==> src/rtl/mmio_bridge_if.sv <==
// CPU-side memory bus between the processor and the MMIO bridge.
// The master drives commands and the slave returns read data and status pulses.
interface mmio_bridge_if #(
    parameter int unsigned ADDR_W = 9,
    parameter int unsigned DATA_W = 16
);
    logic [1:0]        mem_cmd;
    logic [ADDR_W-1:0] mem_addr;
    logic [DATA_W-1:0] write_data;
    logic [DATA_W-1:0] read_data;
    logic              rd_valid;
    logic              access_err;

    modport master (
        output mem_cmd, mem_addr, write_data,
        input  read_data, rd_valid, access_err
    );

    modport slave (
        input  mem_cmd, mem_addr, write_data,
        output read_data, rd_valid, access_err
    );
endinterface

==> src/rtl/mmio_bridge.sv <==
// Decodes CPU accesses to either the on-chip RAM or the I/O window.
// The I/O window holds synchronised inputs, output registers and a sticky change-status word.
module mmio_bridge #(
    parameter int unsigned       ADDR_W  = 9,
    parameter int unsigned       DATA_W  = 16,
    parameter int unsigned       NUM_IN  = 2,
    parameter int unsigned       NUM_OUT = 2,
    parameter logic [DATA_W-1:0] OUT_RST = '0
) (
    input  logic                      clk,
    input  logic                      reset,
    mmio_bridge_if.slave              bus,
    output logic [ADDR_W-2:0]         ram_addr,
    output logic                      ram_write,
    output logic [DATA_W-1:0]         ram_din,
    input  logic [DATA_W-1:0]         ram_dout,
    input  logic [NUM_IN*DATA_W-1:0]  in_port,
    output logic [NUM_OUT*DATA_W-1:0] out_port
);
    localparam int unsigned OW = ADDR_W - 1;
    localparam logic [OW-1:0] IN_LIM  = OW'(NUM_IN);
    localparam logic [OW-1:0] OUT_LIM = OW'(NUM_IN + NUM_OUT);

    logic [NUM_IN*DATA_W-1:0]  sync1_q, sync2_q, prev_q;
    logic [NUM_IN-1:0]         flags_q, flags_d, chg;
    logic [NUM_OUT*DATA_W-1:0] out_q, out_d;
    logic [DATA_W-1:0]         io_rdata_q, io_rdata_d, status;
    logic                      sel_ram_q, sel_ram_d;
    logic                      rd_valid_q, access_err_q, access_err_d;

    logic [OW-1:0] off;
    logic          io_sel, is_rd, is_wr, rd_io, wr_io;
    logic          is_in, is_out, is_stat;

    assign off    = bus.mem_addr[ADDR_W-2:0];
    assign io_sel = bus.mem_addr[ADDR_W-1];
    assign is_rd  = (bus.mem_cmd == 2'b10);
    assign is_wr  = (bus.mem_cmd == 2'b01);
    assign rd_io  = is_rd & io_sel;
    assign wr_io  = is_wr & io_sel;

    assign is_in   = (off < IN_LIM);
    assign is_out  = (off >= IN_LIM) && (off < OUT_LIM);
    assign is_stat = (off == OUT_LIM);

    assign ram_addr  = off;
    assign ram_din   = bus.write_data;
    assign ram_write = is_wr & ~io_sel & ~reset;

    assign out_port       = out_q;
    assign bus.rd_valid   = rd_valid_q;
    assign bus.access_err = access_err_q;
    assign bus.read_data  = sel_ram_q ? ram_dout : io_rdata_q;

    always_comb begin
        status = '0;
        status[NUM_IN-1:0] = flags_q;
        chg = '0;
        for (int unsigned k = 0; k < NUM_IN; k++) begin
            chg[k] = |(sync2_q[k*DATA_W +: DATA_W] ^ prev_q[k*DATA_W +: DATA_W]);
        end
        // A change event in the same cycle as a STATUS read survives the clear.
        flags_d = ((rd_io && is_stat) ? '0 : flags_q) | chg;
    end

    always_comb begin
        out_d = out_q;
        for (int unsigned k = 0; k < NUM_OUT; k++) begin
            if (wr_io && (off == OW'(NUM_IN + k))) begin
                out_d[k*DATA_W +: DATA_W] = bus.write_data;
            end
        end
    end

    always_comb begin
        io_rdata_d = io_rdata_q;
        if (rd_io) begin
            io_rdata_d = '0;
            for (int unsigned k = 0; k < NUM_IN; k++) begin
                if (off == OW'(k)) io_rdata_d = sync2_q[k*DATA_W +: DATA_W];
            end
            for (int unsigned k = 0; k < NUM_OUT; k++) begin
                if (off == OW'(NUM_IN + k)) io_rdata_d = out_q[k*DATA_W +: DATA_W];
            end
            if (is_stat) io_rdata_d = status;
        end
        sel_ram_d    = is_rd ? ~io_sel : sel_ram_q;
        access_err_d = (rd_io && !(is_in || is_out || is_stat)) || (wr_io && !is_out);
    end

    always_ff @(posedge clk) begin
        if (reset) begin
            sync1_q      <= '0;
            sync2_q      <= '0;
            prev_q       <= '0;
            flags_q      <= '0;
            out_q        <= {NUM_OUT{OUT_RST}};
            io_rdata_q   <= '0;
            sel_ram_q    <= 1'b0;
            rd_valid_q   <= 1'b0;
            access_err_q <= 1'b0;
        end else begin
            sync1_q      <= in_port;
            sync2_q      <= sync1_q;
            prev_q       <= sync2_q;
            flags_q      <= flags_d;
            out_q        <= out_d;
            io_rdata_q   <= io_rdata_d;
            sel_ram_q    <= sel_ram_d;
            rd_valid_q   <= is_rd;
            access_err_q <= access_err_d;
        end
    end
endmodule

==> src/flat_wrapper.sv <==
// flat-port wrapper written by rule: the top's interface ports become plain ports
module mmio_bridge_flat 
#(
    parameter int unsigned       ADDR_W  = 9,
    parameter int unsigned       DATA_W  = 16,
    parameter int unsigned       NUM_IN  = 2,
    parameter int unsigned       NUM_OUT = 2,
    parameter logic [DATA_W-1:0] OUT_RST = '0
)
  (clk, reset, ram_addr, ram_write, ram_din, ram_dout, in_port, out_port, bus_mem_cmd, bus_mem_addr, bus_write_data, bus_read_data, bus_rd_valid, bus_access_err);
  mmio_bridge_if #(.ADDR_W(ADDR_W), .DATA_W(DATA_W)) bus_i ();
  input  logic clk;
  input  logic reset;
  output logic [ADDR_W-2:0] ram_addr;
  output logic ram_write;
  output logic [DATA_W-1:0] ram_din;
  input  logic [DATA_W-1:0] ram_dout;
  input  logic [NUM_IN*DATA_W-1:0] in_port;
  output logic [NUM_OUT*DATA_W-1:0] out_port;
  input wire logic [$bits(bus_i.mem_cmd)-1:0] bus_mem_cmd;
  input wire logic [$bits(bus_i.mem_addr)-1:0] bus_mem_addr;
  input wire logic [$bits(bus_i.write_data)-1:0] bus_write_data;
  output wire logic [$bits(bus_i.read_data)-1:0] bus_read_data;
  output wire logic [$bits(bus_i.rd_valid)-1:0] bus_rd_valid;
  output wire logic [$bits(bus_i.access_err)-1:0] bus_access_err;
  assign bus_i.mem_cmd = bus_mem_cmd;
  assign bus_i.mem_addr = bus_mem_addr;
  assign bus_i.write_data = bus_write_data;
  assign bus_read_data = bus_i.read_data;
  assign bus_rd_valid = bus_i.rd_valid;
  assign bus_access_err = bus_i.access_err;
  mmio_bridge #(.ADDR_W(ADDR_W), .DATA_W(DATA_W), .NUM_IN(NUM_IN), .NUM_OUT(NUM_OUT), .OUT_RST(OUT_RST)) u_core (.clk(clk), .reset(reset), .bus(bus_i), .ram_addr(ram_addr), .ram_write(ram_write), .ram_din(ram_din), .ram_dout(ram_dout), .in_port(in_port), .out_port(out_port));
endmodule
==> config.mk <==
export PLATFORM = sky130hd
export DESIGN_NAME = mmio_bridge_flat
export DESIGN_NICKNAME = d
export VERILOG_FILES = /design/src/rtl/mmio_bridge_if.sv /design/src/rtl/mmio_bridge.sv /design/src/flat_wrapper.sv
export SDC_FILE = /design/constraint.sdc
export NUM_CORES = 1
export LEC_CHECK = 0
export CAP_MARGIN = 20
export CELL_PAD_IN_SITES_DETAIL_PLACEMENT = 1
export CELL_PAD_IN_SITES_GLOBAL_PLACEMENT = 2
export CORE_UTILIZATION = 29
export CTS_CLUSTER_DIAMETER = 40
export DETAILED_ROUTE_END_ITERATION = 6
export PLACE_DENSITY = 0.88
export SYNTH_ARGS = -nofsm -noshare
export SYNTH_HDL_FRONTEND = slang
export SYNTH_SLANG_ARGS = --single-unit
==> constraint.sdc <==
create_clock -name clk -period 2.2 [get_ports clk]
set_clock_uncertainty 0.15 [all_clocks]
set_input_delay 0.44 -clock clk [delete_from_list [all_inputs] [get_ports clk]]
set_output_delay 0.44 -clock clk [all_outputs]
set_load 0.01 [all_outputs]
Yosys cells after proc, flatten, opt, wreduce, memory -nomap -nowiden
Index checks and enable logic that the tools add are counted.

storage, ports and cells
  register bits after elaboration = 149
  input port bits = 77
  logic and storage cells = 49

cells by class
  order comparisons = 3
  equal/unequal tests = 6
  muxes and demuxes = 7
  bitwise gates (word level) = 9
  reductions and logical operators = 14

operator list
  cell                                                                                  number
  16-bit two-way mux                                                                    6
  16-bit OR reduction                                                                   2
  16-bit bitwise XOR                                                                    2
  8-bit by 2-bit == test with 1-bit output (second input constant)                      2
  8-bit by 1-bit == test with 1-bit output (second input constant)                      1
  8-bit by 3-bit == test with 1-bit output (second input constant)                      1
  8-bit by 2-bit greater-or-equal comparator with 1-bit output (second input constant)  1
  8-bit logical NOT                                                                     1
  8-bit by 2-bit < comparator with 1-bit output (second input constant)                 1
  8-bit by 3-bit < comparator with 1-bit output (second input constant)                 1
  1-bit logical AND                                                                     6
  1-bit AND                                                                             4
  1-bit logical OR                                                                      3
  2-bit by 1-bit == test with 1-bit output (second input constant)                      1
  2-bit == test (second input constant)                                                 1
  1-bit logical NOT                                                                     2
  2-bit two-way mux                                                                     1
  1-bit inverter                                                                        2
  2-bit OR                                                                              1

Logic depth before layout (Yosys ltp)
  depth after elaboration = 7
  depth in mapped cells = 6

Worst setup path after synthesis
OpenSTA, ideal clock, no wires.

  kind = input -> output
  start point = input port reset
  end point = output port ram_write
  arrival = 1.498 ns
  data required time = 1.610 ns
  setup slack = 0.112 ns
  stages = 4
  path buffers = 3
  cells stage by stage = clkbuf_1 clkbuf_1 clkbuf_1 nor4b_1

on the way
  longest elaborated chain between the ends = 2

RTL lines
  what                RTL line            RTL
  start: declaration  flat_wrapper.sv:13  input logic reset;
  1-bit inverter      mmio_bridge.sv:48   assign ram_write = is_wr & ~io_sel & ~reset;
  1-bit AND           mmio_bridge.sv:48
  end: declaration    flat_wrapper.sv:15  output logic ram_write;

No other way between the ends.

Final worst setup path
  start point = input port bus_write_data[10]
  end point = output port ram_din[10]

RTL lines
  what                RTL line            RTL
  start: declaration  flat_wrapper.sv:22  input wire logic [$bits(bus_i.write_data)-1:0] bus_write_data;
  end: declaration    flat_wrapper.sv:16  output logic [DATA_W-1:0] ram_din;

No word-level cell between the ends.

==> impl_metrics.json <==
{
  "syn_inst": 562,
  "syn_to_final_growth_pct": 42.36,
  "antennaDiodeCount": 0,
  "seq_area_sq_um": 2987,
  "critical_path_class": "in -> out",
  "finalHoldViolations": 0,
  "ys_seq_elements": 149,
  "cp_data_arrival_time_ns": 1.55,
  "power.switching_mw": 1.537,
  "slowest_delay_ns": 0.57,
  "slew_headroom_pct": 40.14,
  "reg2reg_depth": 4,
  "drc": 0,
  "pwr-share-seq_pct": 45.9,
  "postRouteAntennaNets": 0,
  "routedWlPerCell_um": 15.99,
  "vias": 4299,
  "synth_warnings": 0,
  "timing.rr.end": "u_core.flags_q[1]",
  "cts_inserted_buffers": 17,
  "final_core_util_pct": 42.73,
  "first_global_vias": 4412,
  "fillCellCount": 2127,
  "synth.distinct_cells": 34,
  "ys_seq_area_share_pct": 52.43,
  "htreeDepth": 4,
  "cts.sinks": 149,
  "crit_required_ns": 1.61,
  "io_pins": 152,
  "maxSlewViolCount": 0,
  "min_to": "u_core.bus.rd_valid",
  "worstHoldPathCells": 2,
  "clock_latency_ns": 0.43,
  "p_leak_nw": 3.083,
  "cpMaxStageDelayCell": "clkdlybuf4s50_1",
  "timing.rr.start": "u_core.sync2_q[23]",
  "r2r_slack_ns": 0.61,
  "startpoint_type": "primary input",
  "grtUsageTotal_pct": 15.81,
  "drive_gt1_share_pct": 12.93,
  "firstDrtPassIters": 4,
  "cts_hold_buf": 0,
  "worstMarginPinSlew_ns": 0.8979,
  "grt_pass1_wl_um": 23580,
  "port_buffers": 151,
  "crit_chain": "clkdlybuf4s50_1 -> clkdlybuf4s50_1",
  "dpl.cell_count": 946,
  "clock_power_share_pct": 45.5,
  "fmax_mhz": 466.7,
  "die_y_um": 142.1,
  "wirelength_um": 15650,
  "grt_start_max_net_pins": 99,
  "final_nets": 783,
  "synth-edff-count": 0,
  "cts.clk_slew.worst_paths_ns": 0.07,
  "die_x_um": 142.1,
  "design.core.area_sq_um": 18960,
  "worst_ir_drop_vdd_uv": 547.8,
  "fin_crit_ns": 2.143,
  "antenna_found_initial": 0,
  "post_cts.repair.setup_buffers": 0,
  "synth_area_per_cell_sq_um": 10.12,
  "cp_num_buf_inv": 2,
  "comb_power_share_pct": 8.5,
  "syn_area_sq_um": 5689,
  "cts-root-buf": "clkbuf_16",
  "synth_fp_nets": 639,
  "period_share_pct": 97.40,
  "place_congestion": 0.8442,
  "fin_area_sq_um": 8099,
  "die_area_sq_um": 20180,
  "instances_no_fill": 979,
  "async_flop_share_pct": 0,
  "viasPerCell": 4.391,
  "cp_max_fo": 2,
  "status": "finished clean",
  "setup_viol": 0,
  "cap_violations": 0,
  "initial_core_util_pct": 30.01,
  "multi_input_area_sq_um": 2366,
  "grt-ovfl-total": 0,
  "synth_flop_cell": "dfxtp_1",
  "drt_iter0_markers": 143,
  "swShare_pct": 25.06,
  "power_density_nw_per_um2": 757.3,
  "endpoint_kind": "output pin",
  "p_int_mw": 4.596,
  "rows": 50,
  "critPathTopFamily": "buffers and inverters",
  "dpl_cell_area_sq_um": 7488,
  "hold_class": "in -> reg",
  "clockBufferDepth": 2,
  "min_from": "reset",
  "tritoncts": "yes",
  "dp_hpwl_um": 11820,
  "crit_top_cell": "clkdlybuf4s50_1"
}
-- repair_timing --
item | in CTS | in global routing
resized for setup | 20 | 19
gates cloned | 0 | 1
endpoints found under the setup margin | 18 | 17
-- layer usage --
layer / share of wire, % / GRT usage (%) / wire length [um] / up-vias
met5: 0 / 0 / 0 / -
met4: 1.7 / 6.395 / 269 / 0
met3: 6.2 / 4.913 / 967 / 16
met2: 50 / 27.97 / 7797 / 152
met1: 42 / 17.52 / 6615 / 2000
li1: - / - / - / 2131
-- cells by family after synthesis --
| kind of cell | share of synthesized area, % |
|---|---|
| simple gates | 21.86 |
| flops | 52.43 |
| compound gates | 7.873 |
| buf+inv | 5.982 |
| mux | 6.774 |
| xor+xnor | 5.080 |
-- sequential cells by signal, summed over array words and instances (netlist names) --
| register | count |
|---|---|
| u_core.out_port | 32 |
| u_core.prev_q | 32 |
| u_core.bus.access_err | 1 |
| u_core.bus.rd_valid | 1 |
| u_core.flags_q | 2 |
| u_core.sync2_q | 32 |
| u_core.io_rdata_q | 16 |
| u_core.sel_ram_q | 1 |
| u_core.sync1_q | 32 |
-- cell usage after synthesis (2+ instances only) --
master | instances | area [sq um]
a211oi_1 | 28 | 210.2
xnor2_1 | 33 | 289.0
and4_1 | 2 | 17.52
dfxtp_1 | 149 | 2983
or4b_2 | 2 | 20.02
nand2_1 | 50 | 187.7
clkbuf_1 | 26 | 97.59
inv_1 | 2 | 7.510
mux4_2 | 2 | 45.04
mux2_2 | 16 | 180.2
nand4_1 | 9 | 56.30
buf_2 | 4 | 20.02
nor4b_1 | 2 | 17.52
nor2b_1 | 125 | 782.0
nor4_1 | 2 | 12.51
a21oi_1 | 19 | 95.09
buf_1 | 2 | 7.510
mux2i_1 | 16 | 160.2
buf_6 | 2 | 22.52
o21ai_0 | 3 | 15.01
o31ai_1 | 14 | 105.1
o211ai_1 | 2 | 15.01
buf_4 | 24 | 180.2
nor2_1 | 18 | 67.56
-- power groups by stage --
stage / Sequential, mW / Clock, mW / Combinational [mW]
after floorplan: 2.86 / 0 / 0.258
after global placement: 2.88 / 0 / 0.516
after detailed placement: 2.88 / 0 / 0.528
after CTS: 2.82 / 2.87 / 0.521
after global routing: 2.82 / 2.99 / 0.563
final: 2.82 / 2.79 / 0.522
-- cell usage in the layout, fill, tap and decap left out, types with 2 or more instances in the layout --
cell type / netlist / final
dfxtp_1: 149 / 148
clkdlybuf4s50_1: 0 / 129
dlygate4sd2_1: 0 / 2
and4_1: 2 / 2
nand2_1: 50 / 50
inv_8: 0 / 3
clkdlybuf4s15_1: 0 / 15
dlymetal6s2s_1: 0 / 2
inv_1: 2 / 2
clkinv_8: 0 / 3
nor2_1: 18 / 18
mux2i_1: 16 / 16
nor4_1: 2 / 2
a21oi_1: 19 / 19
nand4_1: 9 / 9
o211ai_1: 2 / 2
a211oi_1: 28 / 28
mux4_2: 2 / 2
o31ai_1: 14 / 14
buf_12: 0 / 5
nor2b_1: 125 / 125
clkbuf_16: 0 / 18
inv_6: 0 / 5
mux2_2: 16 / 16
xnor2_1: 33 / 33
o21ai_0: 3 / 3
clkinvlp_4: 0 / 2
nor4b_1: 2 / 2
or4b_2: 2 / 2
clkinv_4: 0 / 2
buf_4: 24 / 28
-- per-stage QoR --
| step | TNS, ns | worst slack [ns] | total power, mW | hold WS, ns |
|---|---|---|---|---|
| 6_report | 0 | 0.05710 | 6.133 | 0.08405 |
| 3_3_place_gp | -2.137 | -0.1371 | 3.392 | 0.2810 |
| 3_5_place_dp | -3.274 | -0.2736 | 3.406 | 0.2774 |
| 5_1_grt | -0.005643 | -0.005643 | 6.378 | 0.07692 |
| 4_1_cts | 0 | 0.001048 | 6.208 | 0.07062 |
| 2_1_floorplan | 0 | 0.1120 | 3.119 | 0.2638 |
-- how the worst max path moves through the flow --
stage / startpoint / endpoint / cells after the start
global placement: bus_mem_cmd[1] / u_core.io_rdata_q[9] / 7
CTS: bus_mem_addr[2] / ram_addr[2] / 3
detailed placement: bus_mem_cmd[1] / u_core.io_rdata_q[5] / 7
floorplan: reset / ram_write / 4
finish: bus_write_data[10] / ram_din[10] / 2
global route: u_core.sel_ram_q / bus_read_data[15] / 3
-- layout make-up --
cell class / count / share of cell area [%]
well taps: 260 / 4.017
clock inverters: 15 / 1.962
repair buffers: 184 / 22.59
inverters: 2 / 0.09269
flip-flops and latches: 149 / 36.88
clock buffers: 17 / 5.253
multi-input cells: 352 / 29.21
(Power assumes the default switching activity.)
